## config.mk

```make
export PLATFORM = sky130hd
export DESIGN_NAME = wb_arbiter
export DESIGN_NICKNAME = d
export VERILOG_FILES = /design/src/rtl/wb_arbiter.sv
export SDC_FILE = /design/constraint.sdc
export NUM_CORES = 1
export LEC_CHECK = 0
export ABC_AREA = 1
export BUFFER_PORTS_ARGS = -buffer_cell sky130_fd_sc_hd__buf_2
export CORE_ASPECT_RATIO = 1.4
export CORE_MARGIN = 3
export CORE_UTILIZATION = 45
export DETAILED_ROUTE_END_ITERATION = 8
export PLACE_DENSITY = 0.81
export SETUP_SLACK_MARGIN = 0.5
export SYNTH_ARGS = -nofsm -noshare
export SYNTH_HDL_FRONTEND = slang
export SYNTH_SLANG_ARGS = --single-unit
```

## constraint.sdc

```tcl
create_clock -name clk -period 1.5 [get_ports clk]
set_clock_uncertainty 0.05 [all_clocks]
set_input_delay 0.3 -clock clk [delete_from_list [all_inputs] [get_ports clk]]
set_output_delay 0.3 -clock clk [all_outputs]
set_load 0.02 [all_outputs]
```

## src/rtl/wb_arbiter.sv

```systemverilog
`default_nettype none
//==============================================================================
// Module      : wb_arbiter
// Description : Writeback arbiter. Grants one of NUM_SRC result producers per
//               cycle onto a registered register-file write port and PC port.
// Revision    : 1.0 - initial release
//==============================================================================
module wb_arbiter #(
   parameter int NUM_SRC  = 2,
   parameter int XLEN     = 32,
   parameter int RA_W     = 5,
   parameter int ARB_MODE = 0,
   parameter int CNT_W    = 32
) (
   input  logic                     clk,
   input  logic                     rst_n,
   input  logic                     stall,
   input  logic [NUM_SRC-1:0]       src_valid,
   output logic [NUM_SRC-1:0]       src_ready,
   input  logic [NUM_SRC*RA_W-1:0]  src_rd,
   input  logic [NUM_SRC*XLEN-1:0]  src_value,
   input  logic [NUM_SRC-1:0]       src_pc_valid,
   input  logic [NUM_SRC*XLEN-1:0]  src_pc,
   output logic                     rf_we,
   output logic [RA_W-1:0]          rf_waddr,
   output logic [XLEN-1:0]          rf_wdata,
   output logic                     pc_we,
   output logic [XLEN-1:0]          pc_value,
   output logic [CNT_W-1:0]         retire_cnt
);

   localparam int c_PTR_W = (NUM_SRC > 1) ? $clog2(NUM_SRC) : 1;

   logic [NUM_SRC-1:0] w_grant;
   logic [c_PTR_W-1:0] w_sel;
   logic [c_PTR_W-1:0] w_ptr_next;
   logic               w_accept;
   int                 w_idx;
   logic [RA_W-1:0]    w_rd;
   logic [XLEN-1:0]    w_value;
   logic [XLEN-1:0]    w_pc;
   logic               w_pc_valid;

   logic [c_PTR_W-1:0] r_rr_ptr;
   logic               r_rf_we;
   logic [RA_W-1:0]    r_rf_waddr;
   logic [XLEN-1:0]    r_rf_wdata;
   logic               r_pc_we;
   logic [XLEN-1:0]    r_pc_value;
   logic [CNT_W-1:0]   r_retire_cnt;

   // Search order starts at the rotating pointer in round-robin mode, at 0 otherwise.
   always_comb begin
      w_grant  = '0;
      w_sel    = '0;
      w_accept = 1'b0;
      w_idx    = 0;
      if (!stall) begin
         for (int k = 0; k < NUM_SRC; k++) begin
            w_idx = (ARB_MODE == 1) ? ((int'(r_rr_ptr) + k) % NUM_SRC) : k;
            if (!w_accept && src_valid[w_idx]) begin
               w_grant[w_idx] = 1'b1;
               w_sel          = c_PTR_W'(w_idx);
               w_accept       = 1'b1;
            end
         end
      end
   end

   assign src_ready  = w_grant;
   assign w_rd       = src_rd[w_sel*RA_W +: RA_W];
   assign w_value    = src_value[w_sel*XLEN +: XLEN];
   assign w_pc       = src_pc[w_sel*XLEN +: XLEN];
   assign w_pc_valid = src_pc_valid[w_sel];
   assign w_ptr_next = (w_sel == c_PTR_W'(NUM_SRC - 1)) ? '0 : w_sel + 1'b1;

   always_ff @(posedge clk or negedge rst_n) begin
      if (!rst_n) begin
         r_rr_ptr     <= '0;
         r_rf_we      <= 1'b0;
         r_rf_waddr   <= '0;
         r_rf_wdata   <= '0;
         r_pc_we      <= 1'b0;
         r_pc_value   <= '0;
         r_retire_cnt <= '0;
      end else if (w_accept) begin
         r_rr_ptr     <= w_ptr_next;
         // x0 writes retire normally but must never reach the register file.
         r_rf_we      <= (w_rd != '0);
         r_rf_waddr   <= w_rd;
         r_rf_wdata   <= w_value;
         r_pc_we      <= w_pc_valid;
         r_pc_value   <= w_pc;
         r_retire_cnt <= r_retire_cnt + CNT_W'(1);
      end else begin
         r_rf_we      <= 1'b0;
         r_pc_we      <= 1'b0;
      end
   end

   assign rf_we      = r_rf_we;
   assign rf_waddr   = r_rf_waddr;
   assign rf_wdata   = r_rf_wdata;
   assign pc_we      = r_pc_we;
   assign pc_value   = r_pc_value;
   assign retire_cnt = r_retire_cnt;

endmodule
`default_nettype wire

```

==> summary.txt <==
Outcome
  • Status: finished with violations
  • Violated checks: negative hold slack, negative setup slack

Flow run
  • Max capacitance violation total: 0

Synthesis
  • Ys Warns: 0
  • Cell variety after synth: 25
  • Area contributors post-synth: dfrtp_1 52%, nand2_1 10%, o21ai_0 10%, nor2_1 6.7%, o21ai_1 4.0%
  • Mean post-synth cell area: 8.074 um2
  • Post-Syn Area: 4990 um2
  • Syn_nets: 764
  • Top-area cell type share of the netlist area: 51.65%
  • Post-Syn Instances: 618
  • Yosys top cell by area: dfrtp_1
  • Seq/Total Area, Yosys: 51.65%
  • Yosys reg bits: 103

Worst setup path
  • Top cell by count, worst path: nor2_4
  • Worst setup SP type: flop
  • CP max-delay cell: dfrtp_2
  • Required time of the worst setup path: 1.69 ns
  • Worst-path fanout max: 4
  • CP peak stage delay: 0.44 ns
  • Crit Path Class: flop to flop
  • CP Capture Type: flop
  • CP arrival: 1.84 ns
  • Worst path cell trace: ha_4 > nand2_4 > nor2_4 > buf_4 > nand2_2 > nor2_4 > nand3_1 > xnor2_1

Timing
  • Slew @ Worst Pin: 0.3866 ns
  • Endpoints failing hold: 21
  • Relative max-transition margin: 74.22%
  • Endpoints failing setup: 17
  • Final critical-path share of the clock period: 109.8%
  • Peak Freq: 607.1 MHz
  • Worst setup margin: -0.1471 ns
  • Max-slew violations: 0
  • Worst-case hold slack: -0.1955 ns
  • Tmin final: 1.647 ns
  • Final setup TNS: -1.164 ns
  • RSZ-0062 raised after global routing: yes

Pwr
  • Comb pwr share: 35.8%
  • Max VDD drop: 0.9403 mV
  • Power share of the clock group: 28.1%
  • Cell-internal power: 6.497 mW
  • Pwr Density: 1000 nW/um2
  • Pleak: 4.645 nW
  • Sw Share: 34.19%
  • Flop pwr share: 36.1%
  • Switch Pwr: 3.376 mW

Clocking
  • Worst-path clk slew: 0.08 ns
  • Clk_lat worst skew: 0.36 ns
  • Number of clock sinks: 103
  • TritonCTS clock tree: yes
  • Max Root-Sink Buffers: 2
  • H-tree depth: 3
  • CTS root buffer: clkbuf_16
  • CTS buffer count: 9

Finish
  • Final-layout fill cell count: 367
  • Total Nets Final: 1131
  • Area delta synth->final: 97.77%
  • Design Area, Final: 9868 um2
  • Finished Core Util: 93.36%
  • Share of cells above drive strength 1: 61.82%

Detailed routing
  • Final wirelength: 28.62 mm
  • Via density: 6.066
  • Via count: 6861
  • Initial detailed-routing violation count: 616
  • DRT antenna net count: 0
  • Routed length per instance: 25.31 um
  • Drt first pass iters: 6
  • Post-route DRC violation count: 0

Placed design
  • I/O Buffers: 249
  • Routability cong.: 0.8656
  • Place WS: -0.01719 ns
  • Dpl hpwl: 11.65 mm
  • Dpl cell area: 6689 um2

Die
  • Die width: 95.00 um
  • Starting Density: 47.21%
  • Total core area: 10570 um2
  • Top Ports: 250
  • Die area: 12410 um2
  • Row cnt: 44
  • Die height: 130.6 um

GRT
  • Grt total ovfl: 0
  • Initial antenna violation count: 3
  • Number of global-route vias before repair: 5870
  • Largest net degree at the start of global routing: 41
  • First-pass GRT wire length: 28.84 mm
  • GRT Total Usage: 30.33%

Worst hold path
  • Hold Path Class: input pin to asynchronous set/reset pin
[layout by cell type, fill, tap and decap left out, types with 2 or more instances in the layout]
cell type,instances
nor2_1,27
nor2_4,50
clkbuf_1,2
o21ai_2,59
or2_1,2
nand2_4,3
nand3_4,3
dfrtp_1,79
inv_2,5
o21ai_0,4
nand2_2,18
dfrtp_2,24
nand4_1,8
xor2_1,7
inv_1,34
nand2_1,118
buf_6,124
buf_8,8
buf_4,81
o21ai_1,67
o21ai_4,12
nor3_1,4
buf_2,143
nor2_2,20
xnor2_1,13
nand3_2,6
bufinv_16,3
diode_2,3
buf_16,3
xnor2_2,3
nand3_1,12
nand2_8,3
buf_12,17
clkbuf_16,19
[cell usage after synthesis (all sizes together)]
| cell type | count |
|---|---|
| buf | 24 |
| clkbuf | 8 |
| dfrtp | 103 |
| ha | 1 |
| inv | 42 |
| nand2 | 142 |
| nand3 | 21 |
| nand4 | 8 |
| nor2 | 96 |
| nor3 | 5 |
| o21a | 1 |
| o21ai | 141 |
| or2 | 3 |
| xnor2 | 16 |
| xor2 | 7 |
[power by group through the flow]
stage / logic, mW / registers [mW] / clock network [mW]
6_report: 3.53 / 3.56 / 2.78
5_1_grt: 3.67 / 3.58 / 2.88
4_1_cts: 2.67 / 3.48 / 2.69
3_5_place_dp: 2.03 / 3.45 / 0
3_3_place_gp: 1.99 / 3.45 / 0
2_1_floorplan: 0.681 / 3.91 / 0
[final cells by class]
cell class	count	area [um2]	share of cell area, %
tap	138	172.7	1.750
sequential	103	2608	26.42
timing repair buffer	386	3513	35.60
inverter	42	193.9	1.965
clock buffer	11	232.7	2.358
clock inverter	5	106.4	1.078
antenna	3	7.507	0.07607
multi-input combinational	443	3034	30.75
[sequential cells by signal, summed over array words and instances (netlist names)]
signal,count
pc_we,1
rf_waddr,5
retire_cnt,32
pc_value,32
rf_we,1
rf_wdata,32
[final timing paths]
| check | start | cells after the start | endpoint | slack, ns |
|---|---|---|---|---|
| setup / recovery | retire_cnt[1] | 8 | retire_cnt[10] | -0.15 |
| max in group asynchronous | rst_n | 2 | retire_cnt[18] | 1.08 |
| setup reg to reg | retire_cnt[1] | 8 | retire_cnt[10] | -0.15 |
| min in group clk | src_pc_valid[1] | 3 | pc_we | 0.13 |
| hold reg to reg | pc_value[25] | 2 | pc_value[25] | 0.47 |
| hold / removal | rst_n | 1 | retire_cnt[25] | -0.20 |
[through the flow]
step                total power, mW  cells
global route                  10.14   1130
CTS                           8.838   1066
floorplan                     4.588    618
finish                        9.872   1131
detailed placement            5.479   1000
global placement              5.437   1000
[cell families (layout without fill, tap and decap cells)]
kind of cell	Yosys count	count (layout)	synth area share [%]
adders and majority gates	1	1	0.2507
and+or+nand+nor	275	276	22.79
other	0	3	0
AOI/OAI and AO/OA	142	143	14.52
buffers and inverters	74	444	6.745
DFF	103	103	51.65
xor gates and xnor gates	23	23	4.037
[repair_timing]
| action | CTS | global route |
|---|---|---|
| endpoints found under the setup margin | 205 | 199 |
| endpoints found under the hold margin | 21 | 21 |
| gates resized for setup | 270 | 279 |
| pin swaps | 18 | 80 |
| setup buffers | 45 | 49 |
| gates cloned | 5 | 13 |
[worst max-delay path, delay by kind of cell (launching register included)]
| family | cells | cell delay (ns) |
|---|---|---|
| XOR/XNOR | 1 | 0.15 |
| flip-flops | 1 | 0.44 |
| buffers and inverters | 1 | 0.14 |
| AND/OR/NAND/NOR | 5 | 0.59 |
| adder cells (fa/ha/maj) | 1 | 0.18 |
[layer usage]
metal	GRT usage, %	wire length, um	vias up
met4	15.46	2757	0
li1	-	-	2746
met1	33.16	9160	3211
met3	8.076	2764	244
met5	0	0	-
met2	53.61	13940	660
(Power assumes the default switching activity.)
